[src/rtl/pa_ifu_pre_decd_pipe.sv]
// Purpose  : IFU pre-decoder. Finds instruction boundaries in a fetch packet, including 32-bit
//            instructions that straddle packets, and reports the first control-flow instruction.
// Latency  : 1 cycle from an accepted fetch packet to pd_vld.
// Backpress: fetch_rdy = ~ifu_flush & (~pd_vld | pd_rdy); pd_* hold while pd_vld & ~pd_rdy.
// Ports    : forever_cpuclk/cpurst (sync, active-high) ; ifu_flush redirect ;
//            fetch_* valid/ready packet input ; pd_* registered decode result, valid/ready output.
module pa_ifu_pre_decd_pipe #(
    parameter  int NUM_HW   = 4,
    parameter  int ADDR_W   = 32,
    localparam int HW_IDX_W = $clog2(NUM_HW)
) (
    input  logic                   forever_cpuclk,
    input  logic                   cpurst,
    input  logic                   ifu_flush,
    input  logic                   fetch_vld,
    output logic                   fetch_rdy,
    input  logic [16*NUM_HW-1:0]   fetch_data,
    input  logic [ADDR_W-1:0]      fetch_pc,
    input  logic [HW_IDX_W-1:0]    fetch_start_hw,
    output logic                   pd_vld,
    input  logic                   pd_rdy,
    output logic [ADDR_W-1:0]      pd_pc,
    output logic [NUM_HW-1:0]      pd_start_mask,
    output logic                   pd_carry_vld,
    output logic [31:0]            pd_carry_inst,
    output logic                   pd_cf_vld,
    output logic                   pd_cf_carry,
    output logic [HW_IDX_W-1:0]    pd_cf_idx,
    output logic [2:0]             pd_cf_type,
    output logic                   pd_cf_inst32,
    output logic [31:0]            pd_cf_imm,
    output logic [ADDR_W-1:0]      pd_cf_tgt
);

    localparam logic [2:0] CF_NONE = 3'd0;
    localparam logic [2:0] CF_BR   = 3'd1;
    localparam logic [2:0] CF_JMP  = 3'd2;
    localparam logic [2:0] CF_LINK = 3'd3;
    localparam logic [2:0] CF_RET  = 3'd4;
    localparam logic [2:0] CF_IND  = 3'd5;

    typedef enum logic {PEND_EMPTY, PEND_FULL} pend_state_e;

    typedef struct packed {
        logic [2:0]  typ;
        logic [31:0] imm;
    } dec_t;

    function automatic dec_t dec32(input logic [31:0] in);
        dec_t r;
        r = '0;
        case (in[6:0])
            7'b1100011: begin
                r.typ = CF_BR;
                r.imm = {{20{in[31]}}, in[7], in[30:25], in[11:8], 1'b0};
            end
            7'b1101111: begin
                r.typ = (in[11:7] == 5'd1) ? CF_LINK : CF_JMP;
                r.imm = {{12{in[31]}}, in[19:12], in[20], in[30:21], 1'b0};
            end
            7'b1100111: begin
                if (in[11:7] == 5'd1)
                    r.typ = CF_IND;
                else if (in[19:15] == 5'd1)
                    r.typ = CF_RET;
            end
            default: r = '0;
        endcase
        return r;
    endfunction

    function automatic dec_t dec16(input logic [15:0] h);
        dec_t r;
        r = '0;
        case ({h[15:13], h[1:0]})
            5'b110_01, 5'b111_01: begin
                r.typ = CF_BR;
                r.imm = {{24{h[12]}}, h[6:5], h[2], h[11:10], h[4:3], 1'b0};
            end
            5'b101_01, 5'b001_01: begin
                r.typ = (h[15:13] == 3'b001) ? CF_LINK : CF_JMP;
                r.imm = {{21{h[12]}}, h[8], h[10:9], h[6], h[7], h[2], h[11], h[5:3], 1'b0};
            end
            default: begin
                if (h[6:0] == 7'b0000010) begin
                    if (h[15:12] == 4'b1000 && h[11:7] == 5'd1)
                        r.typ = CF_RET;
                    else if (h[15:12] == 4'b1001 && h[11:7] != 5'd0)
                        r.typ = CF_IND;
                end
            end
        endcase
        return r;
    endfunction

    pend_state_e         state_q, state_d;
    logic [15:0]         pend_hw_q, pend_hw_d;
    logic [ADDR_W-1:0]   pend_pc_q, pend_pc_d;

    logic                pd_vld_q;
    logic [ADDR_W-1:0]   pd_pc_q;
    logic [NUM_HW-1:0]   mask_q, mask_d;
    logic                carry_q, carry_d;
    logic [31:0]         carry_inst_q, carry_inst_d;
    logic                cf_vld_q, cf_vld_d;
    logic                cf_carry_q, cf_carry_d;
    logic [HW_IDX_W-1:0] cf_idx_q, cf_idx_d;
    logic [2:0]          cf_type_q, cf_type_d;
    logic                cf_inst32_q, cf_inst32_d;
    logic [31:0]         cf_imm_q, cf_imm_d;
    logic [ADDR_W-1:0]   cf_tgt_q, cf_tgt_d;

    // One extra zero halfword so the i+1 lookup at the last slot stays in range.
    logic [15:0]         hw_x [NUM_HW+1];
    logic [HW_IDX_W-1:0] walk_start;
    logic [ADDR_W-1:0]   cf_pc;
    logic                pend_cap;
    logic                skip;
    logic                fetch_accept;
    dec_t                d;

    assign fetch_rdy    = ~ifu_flush & (~pd_vld_q | pd_rdy);
    assign fetch_accept = fetch_vld & fetch_rdy;

    // Boundary walk and first-CF selection for the packet offered this cycle.
    always_comb begin
        for (int i = 0; i < NUM_HW; i++)
            hw_x[i] = fetch_data[16*i +: 16];
        hw_x[NUM_HW] = 16'h0000;

        mask_d       = '0;
        carry_d      = 1'b0;
        carry_inst_d = '0;
        cf_vld_d     = 1'b0;
        cf_carry_d   = 1'b0;
        cf_idx_d     = '0;
        cf_type_d    = CF_NONE;
        cf_inst32_d  = 1'b0;
        cf_imm_d     = '0;
        cf_pc        = '0;
        pend_cap     = 1'b0;
        skip         = 1'b0;
        d            = '0;
        walk_start   = fetch_start_hw;

        // A pending half only joins hw0 when the packet continues sequentially.
        if (state_q == PEND_FULL && fetch_start_hw == '0) begin
            carry_d      = 1'b1;
            carry_inst_d = {hw_x[0], pend_hw_q};
            walk_start   = HW_IDX_W'(1);
            d            = dec32({hw_x[0], pend_hw_q});
            if (d.typ != CF_NONE) begin
                cf_vld_d    = 1'b1;
                cf_carry_d  = 1'b1;
                cf_type_d   = d.typ;
                cf_inst32_d = 1'b1;
                cf_imm_d    = d.imm;
                cf_pc       = pend_pc_q;
            end
        end

        for (int i = 0; i < NUM_HW; i++) begin
            if (skip) begin
                skip = 1'b0;
            end else if (i >= int'(walk_start)) begin
                if (hw_x[i][1:0] == 2'b11) begin
                    if (i == NUM_HW - 1) begin
                        pend_cap = 1'b1;
                    end else begin
                        skip = 1'b1;
                        // Starts after the first CF are masked off; the walk still runs
                        // so the trailing half is captured.
                        if (!cf_vld_d) begin
                            mask_d[i] = 1'b1;
                            d         = dec32({hw_x[i+1], hw_x[i]});
                            if (d.typ != CF_NONE) begin
                                cf_vld_d    = 1'b1;
                                cf_idx_d    = HW_IDX_W'(i);
                                cf_type_d   = d.typ;
                                cf_inst32_d = 1'b1;
                                cf_imm_d    = d.imm;
                                cf_pc       = fetch_pc + ADDR_W'(2*i);
                            end
                        end
                    end
                end else if (!cf_vld_d) begin
                    mask_d[i] = 1'b1;
                    d         = dec16(hw_x[i]);
                    if (d.typ != CF_NONE) begin
                        cf_vld_d    = 1'b1;
                        cf_idx_d    = HW_IDX_W'(i);
                        cf_type_d   = d.typ;
                        cf_inst32_d = 1'b0;
                        cf_imm_d    = d.imm;
                        cf_pc       = fetch_pc + ADDR_W'(2*i);
                    end
                end
            end
        end

        // Only direct forms carry an offset; indirect forms report a zero target.
        if (cf_type_d == CF_BR || cf_type_d == CF_JMP || cf_type_d == CF_LINK)
            cf_tgt_d = cf_pc + ADDR_W'($signed(cf_imm_d));
        else
            cf_tgt_d = '0;
    end

    // Pending-half state machine: next state.
    always_comb begin
        state_d   = state_q;
        pend_hw_d = pend_hw_q;
        pend_pc_d = pend_pc_q;
        if (ifu_flush) begin
            state_d = PEND_EMPTY;
        end else if (fetch_accept) begin
            state_d = pend_cap ? PEND_FULL : PEND_EMPTY;
            if (pend_cap) begin
                pend_hw_d = hw_x[NUM_HW-1];
                pend_pc_d = fetch_pc + ADDR_W'(2*(NUM_HW-1));
            end
        end
    end

    always_ff @(posedge forever_cpuclk) begin
        if (cpurst) begin
            state_q   <= PEND_EMPTY;
            pend_hw_q <= '0;
            pend_pc_q <= '0;
        end else begin
            state_q   <= state_d;
            pend_hw_q <= pend_hw_d;
            pend_pc_q <= pend_pc_d;
        end
    end

    always_ff @(posedge forever_cpuclk) begin
        if (cpurst || ifu_flush) begin
            pd_vld_q     <= 1'b0;
            pd_pc_q      <= '0;
            mask_q       <= '0;
            carry_q      <= 1'b0;
            carry_inst_q <= '0;
            cf_vld_q     <= 1'b0;
            cf_carry_q   <= 1'b0;
            cf_idx_q     <= '0;
            cf_type_q    <= CF_NONE;
            cf_inst32_q  <= 1'b0;
            cf_imm_q     <= '0;
            cf_tgt_q     <= '0;
        end else if (fetch_accept) begin
            pd_vld_q     <= 1'b1;
            pd_pc_q      <= fetch_pc;
            mask_q       <= mask_d;
            carry_q      <= carry_d;
            carry_inst_q <= carry_inst_d;
            cf_vld_q     <= cf_vld_d;
            cf_carry_q   <= cf_carry_d;
            cf_idx_q     <= cf_idx_d;
            cf_type_q    <= cf_type_d;
            cf_inst32_q  <= cf_inst32_d;
            cf_imm_q     <= cf_imm_d;
            cf_tgt_q     <= cf_tgt_d;
        end else if (pd_rdy) begin
            pd_vld_q     <= 1'b0;
        end
    end

    assign pd_vld        = pd_vld_q;
    assign pd_pc         = pd_pc_q;
    assign pd_start_mask = mask_q;
    assign pd_carry_vld  = carry_q;
    assign pd_carry_inst = carry_inst_q;
    assign pd_cf_vld     = cf_vld_q;
    assign pd_cf_carry   = cf_carry_q;
    assign pd_cf_idx     = cf_idx_q;
    assign pd_cf_type    = cf_type_q;
    assign pd_cf_inst32  = cf_inst32_q;
    assign pd_cf_imm     = cf_imm_q;
    assign pd_cf_tgt     = cf_tgt_q;

endmodule

[config.mk]
export PLATFORM = sky130hd
export DESIGN_NAME = pa_ifu_pre_decd_pipe
export DESIGN_NICKNAME = d
export VERILOG_FILES = /design/src/rtl/pa_ifu_pre_decd_pipe.sv
export SDC_FILE = /design/constraint.sdc
export NUM_CORES = 1
export LEC_CHECK = 0
export ABC_CLOCK_PERIOD_IN_PS = 6040
export BUFFER_PORTS_ARGS = -buffer_cell sky130_fd_sc_hd__buf_2
export CORE_UTILIZATION = 57
export CTS_BUF_LIST = sky130_fd_sc_hd__clkbuf_16
export DETAILED_ROUTE_END_ITERATION = 8
export PLACE_DENSITY = 0.81
export SYNTH_ARGS = -nofsm -noshare
export SYNTH_HDL_FRONTEND = slang
export SYNTH_SLANG_ARGS = --single-unit
[constraint.sdc]
create_clock -name forever_cpuclk -period 6.04 [get_ports forever_cpuclk]
set_input_delay 0.302 -clock forever_cpuclk [delete_from_list [all_inputs] [get_ports forever_cpuclk]]
set_output_delay 0.302 -clock forever_cpuclk [all_outputs]
set_load 0.1 [all_outputs]
==> impl_results.md <==
* Worst-path fanout max at 8
* Seq pwr share at 0.377
* GRT overflow at 0
* CTS tree: done
* Worst Skew at 12.75 ps
* Post-synthesis xor/xnor area fraction at 0.03661
* Most frequent cells in the layout: nand2_1, buf_2, a21oi_1
* Gr usage total at 0.4540
* Total wire length at 55,850 um
* First-pass DRT Iterations at 6
* Delay-heaviest family, CP: compound AO/OA/AOI/OAI gates
* Reg2reg setup slack at approximately 330 ps
* Pleak at about 6.1 nW
* Via total after detailed routing at 16,530
* Most common cell after layout, fill and taps aside: nand2_1
* Vias per inst at slightly below 7
* Detailed Place HPWL at between 40,000 and 50,000 um
* Power Internal at slightly above 2 mW
* Ys flop type: dfxtp_1
* CTS H-Tree Depth at 4
* Filler instances at 2,006
* Slew Limit Fails at 0
* Clock power frac at 0.370
* First-pass GRT wire length at about 85,000 um
* Startpoint types: register
* Synthesized cell area at roughly 13,000 um^2
* Number of synthesized flops with an enable pin at 0
* Number of global-route vias before repair at about 15,000
* CP bufs+invs at 1
* Die H at around 160 um
* Status: completed
* Top cell by count, worst path: o21ai_0
* Area added between synthesis and finish at 15.01%
* GPL Wtd Cong at ~1.1
* Synth unique cells at 94
* Final net count at 2,227
* Final Hold Viols at 0
* Initial antenna violation count at 3
* Power Density at 208.5 nW/um^2
* WP data required at 6390 ps
* Largest cells by area after synthesis: dfxtp_1, nand2_1, a21oi_1
* 1st-iter DRT viols at between 2,000 and 3,000
* Synthesized instance count at ~1,900
* Share of the synthesized area in the top cell type at 0.2675
* CTS buffer count at 17
* # rows at 55
* Register area at 3583 um^2
* Multiplexer area fraction after synthesis at 0.004016
* Largest net degree at the start of global routing at between 80 and 90
* Routed Antenna Nets at 0
* Final Cycle Share at 0.9451
* DRC at 0
* Starting Density at 0.5863
* Adder-Cell Fraction of Synth Area at 0.03325
* Clock-pin slew on the worst setup and hold paths at roughly 80 ps
* Max-cap violations at 0
* Largest family of logic cells by synthesized area: compound AO/OA/AOI/OAI gates
* Avg Cell Area, Syn at about 7 um^2
* Fmax at roughly 180 MHz
* DIE WIDTH at 155.3 um
* CTS root buf: clkbuf_16
* Clk buf depth at 2
* Fraction of layout instances using a drive strength above 1 at 0.1832
* Crit end category: register
* Slew @ Worst Pin at approximately 1200 ps
* P_sw at around 1.2 mW
* PortBufs at around 240
* CP Data Arrival Time at slightly above 6000 ps
* Synth warn at 0
* TNS Setup at 0 ps
* Comb pwr share at 0.253
* Wire per inst at ~23 um
* Rel. slew slack at 0.1886
* DIE AREA at approximately 24,000 um^2
* Clk sink count at ~180
* Synth Area in Simple Gates at 0.2834
* Core Region at about 23,000 um^2
* Worst min-delay path class: in -> reg
* Seq/Total Area, Yosys at 0.2675
* I/O Pins at about 250
* Slowest stage delay, CP at between 500 and 600 ps
* Async set-reset flop share out of synthesis at 0
* Post-synthesis compound-gate area fraction at 0.3148
* Later-pin clock latency in the skew report at between 400 and 500 ps
* Multi-input gate area at 9049 um^2
* Fin cells at ~2,400
* RSZ-0062 raised after global routing: false
* Slowest cell on crit path: or4_4
* Register bit total from synthesis at roughly 180
* CP cell instances: or3_4 -> or4_4 -> o32ai_4 -> a211oi_2 -> and2_1 -> buf_4 -> nand2_1 -> nor2_1 -> a221o_1 -> o21ai_0 -> o21ai_0 -> ha_1 -> a211oi_1 -> o21ai_0 -> a311oi_2 -> o311ai_0 -> o41a_1 -> a31oi_1 -> xnor2_1 -> o21ai_1
* Switching part of the total at 0.3668
* Synth Net Count at 2,065
* VDD IR max at roughly 0.00018 V
* Leading area contributor after synthesis: dfxtp_1
* Setup violators final at 0
* Setup CP Type: reg -> reg
* Min Tclk post-route at ~5700 ps
* Placed cell count at 2,383
==> through the flow <==
step,power [mW],instance area (um^2),hold WS [ps],setup slack (ps),utilization
2_1_floorplan,1.752,13400,422.7,1030,-
6_report,3.212,15410,138.1,331.8,0.6743
3_5_place_dp,2.007,14780,442.7,242.5,0.6469
4_1_cts,3.175,15390,128.1,433.4,0.6736
5_1_grt,3.296,15400,155.9,44.79,0.6742
3_3_place_gp,1.999,14780,435.2,367.1,0.6469
==> kinds of logic after synthesis <==
family                     Yosys count
muxes                                5
xor gates and xnor gates            56
buffers and inverters              184
and+or+nand+nor                    822
adders and majority gates           35
DFF                                179
AOI/OAI and AO/OA                  645
other                                1
==> timing repair <==
action                                  CTS  global route
hold buffers                              0             0
gates resized for setup                   0             3
endpoints found under the setup margin    0             6
setup buffers                             0             0
==> final timing paths <==
path / from / to / cells past startpoint
max reg2reg: state_q$_SDFFE_PP0P_ / pd_cf_tgt[31]$_SDFFE_PP0P_ / 20
max: state_q$_SDFFE_PP0P_ / pd_cf_tgt[31]$_SDFFE_PP0P_ / 20
min reg2reg: pd_cf_tgt[7]$_SDFFE_PP0P_ / pd_cf_tgt[7]$_SDFFE_PP0P_ / 2
min: pd_rdy / pd_vld$_SDFFE_PP0P_ / 4
==> final cells by class <==
class	instances	share of cell area
multi-input cells	1564	0.5873
flip-flops and latches	179	0.2326
repair buffers	307	0.1100
clock buffers	17	0.02761
well taps	313	0.02542
clock inverters	15	0.01202
inverters	20	0.004873
diodes	1	0.0001624
==> power by group through the flow <==
stage	sequential (mW)	clock, mW	combinational (mW)
after global routing	1.21	1.23	0.850
final	1.21	1.19	0.812
after CTS	1.21	1.19	0.776
after global placement	1.24	0	0.761
after detailed placement	1.24	0	0.769
after floorplan	1.31	0	0.438
==> state kept, by name, indices dropped and copies added, names as in the netlist <==
name,count
pd_cf_tgt,32
pd_cf_vld,1
pd_carry_vld,1
pd_cf_type,3
pend_hw_q,16
pd_cf_idx,2
pd_start_mask,4
pd_vld,1
pd_cf_inst32,1
pd_pc,32
pd_carry_inst,32
pend_pc_q,32
pd_cf_carry,1
pd_cf_imm,20
state_q,1
==> synth_stat cells, drive strengths merged (33+ instances only) <==
cell	instances
a211oi	38
a21oi	241
buf	49
clkbuf	115
dfxtp	179
ha	34
nand2	376
nand3	106
nor2	146
nor3	33
o21ai	96
xnor2	33
==> per-layer routing <==
metal,vias up,routed length (um),global-route usage,share of wire
met5,-,26,0,0.00047
met2,1375,22390,0.6456,0.40
met1,7572,22410,0.6234,0.40
met3,255,8115,0.1373,0.15
met4,4,2910,0.2124,0.052
li1,7327,-,-,-
==> worst min-delay path, cell delays in order <==
cell and delay (ps):
buf_2 70, nor2b_1 40, nor2_1 80, nor2_1 40
Power figures use the tool's default switching activity.
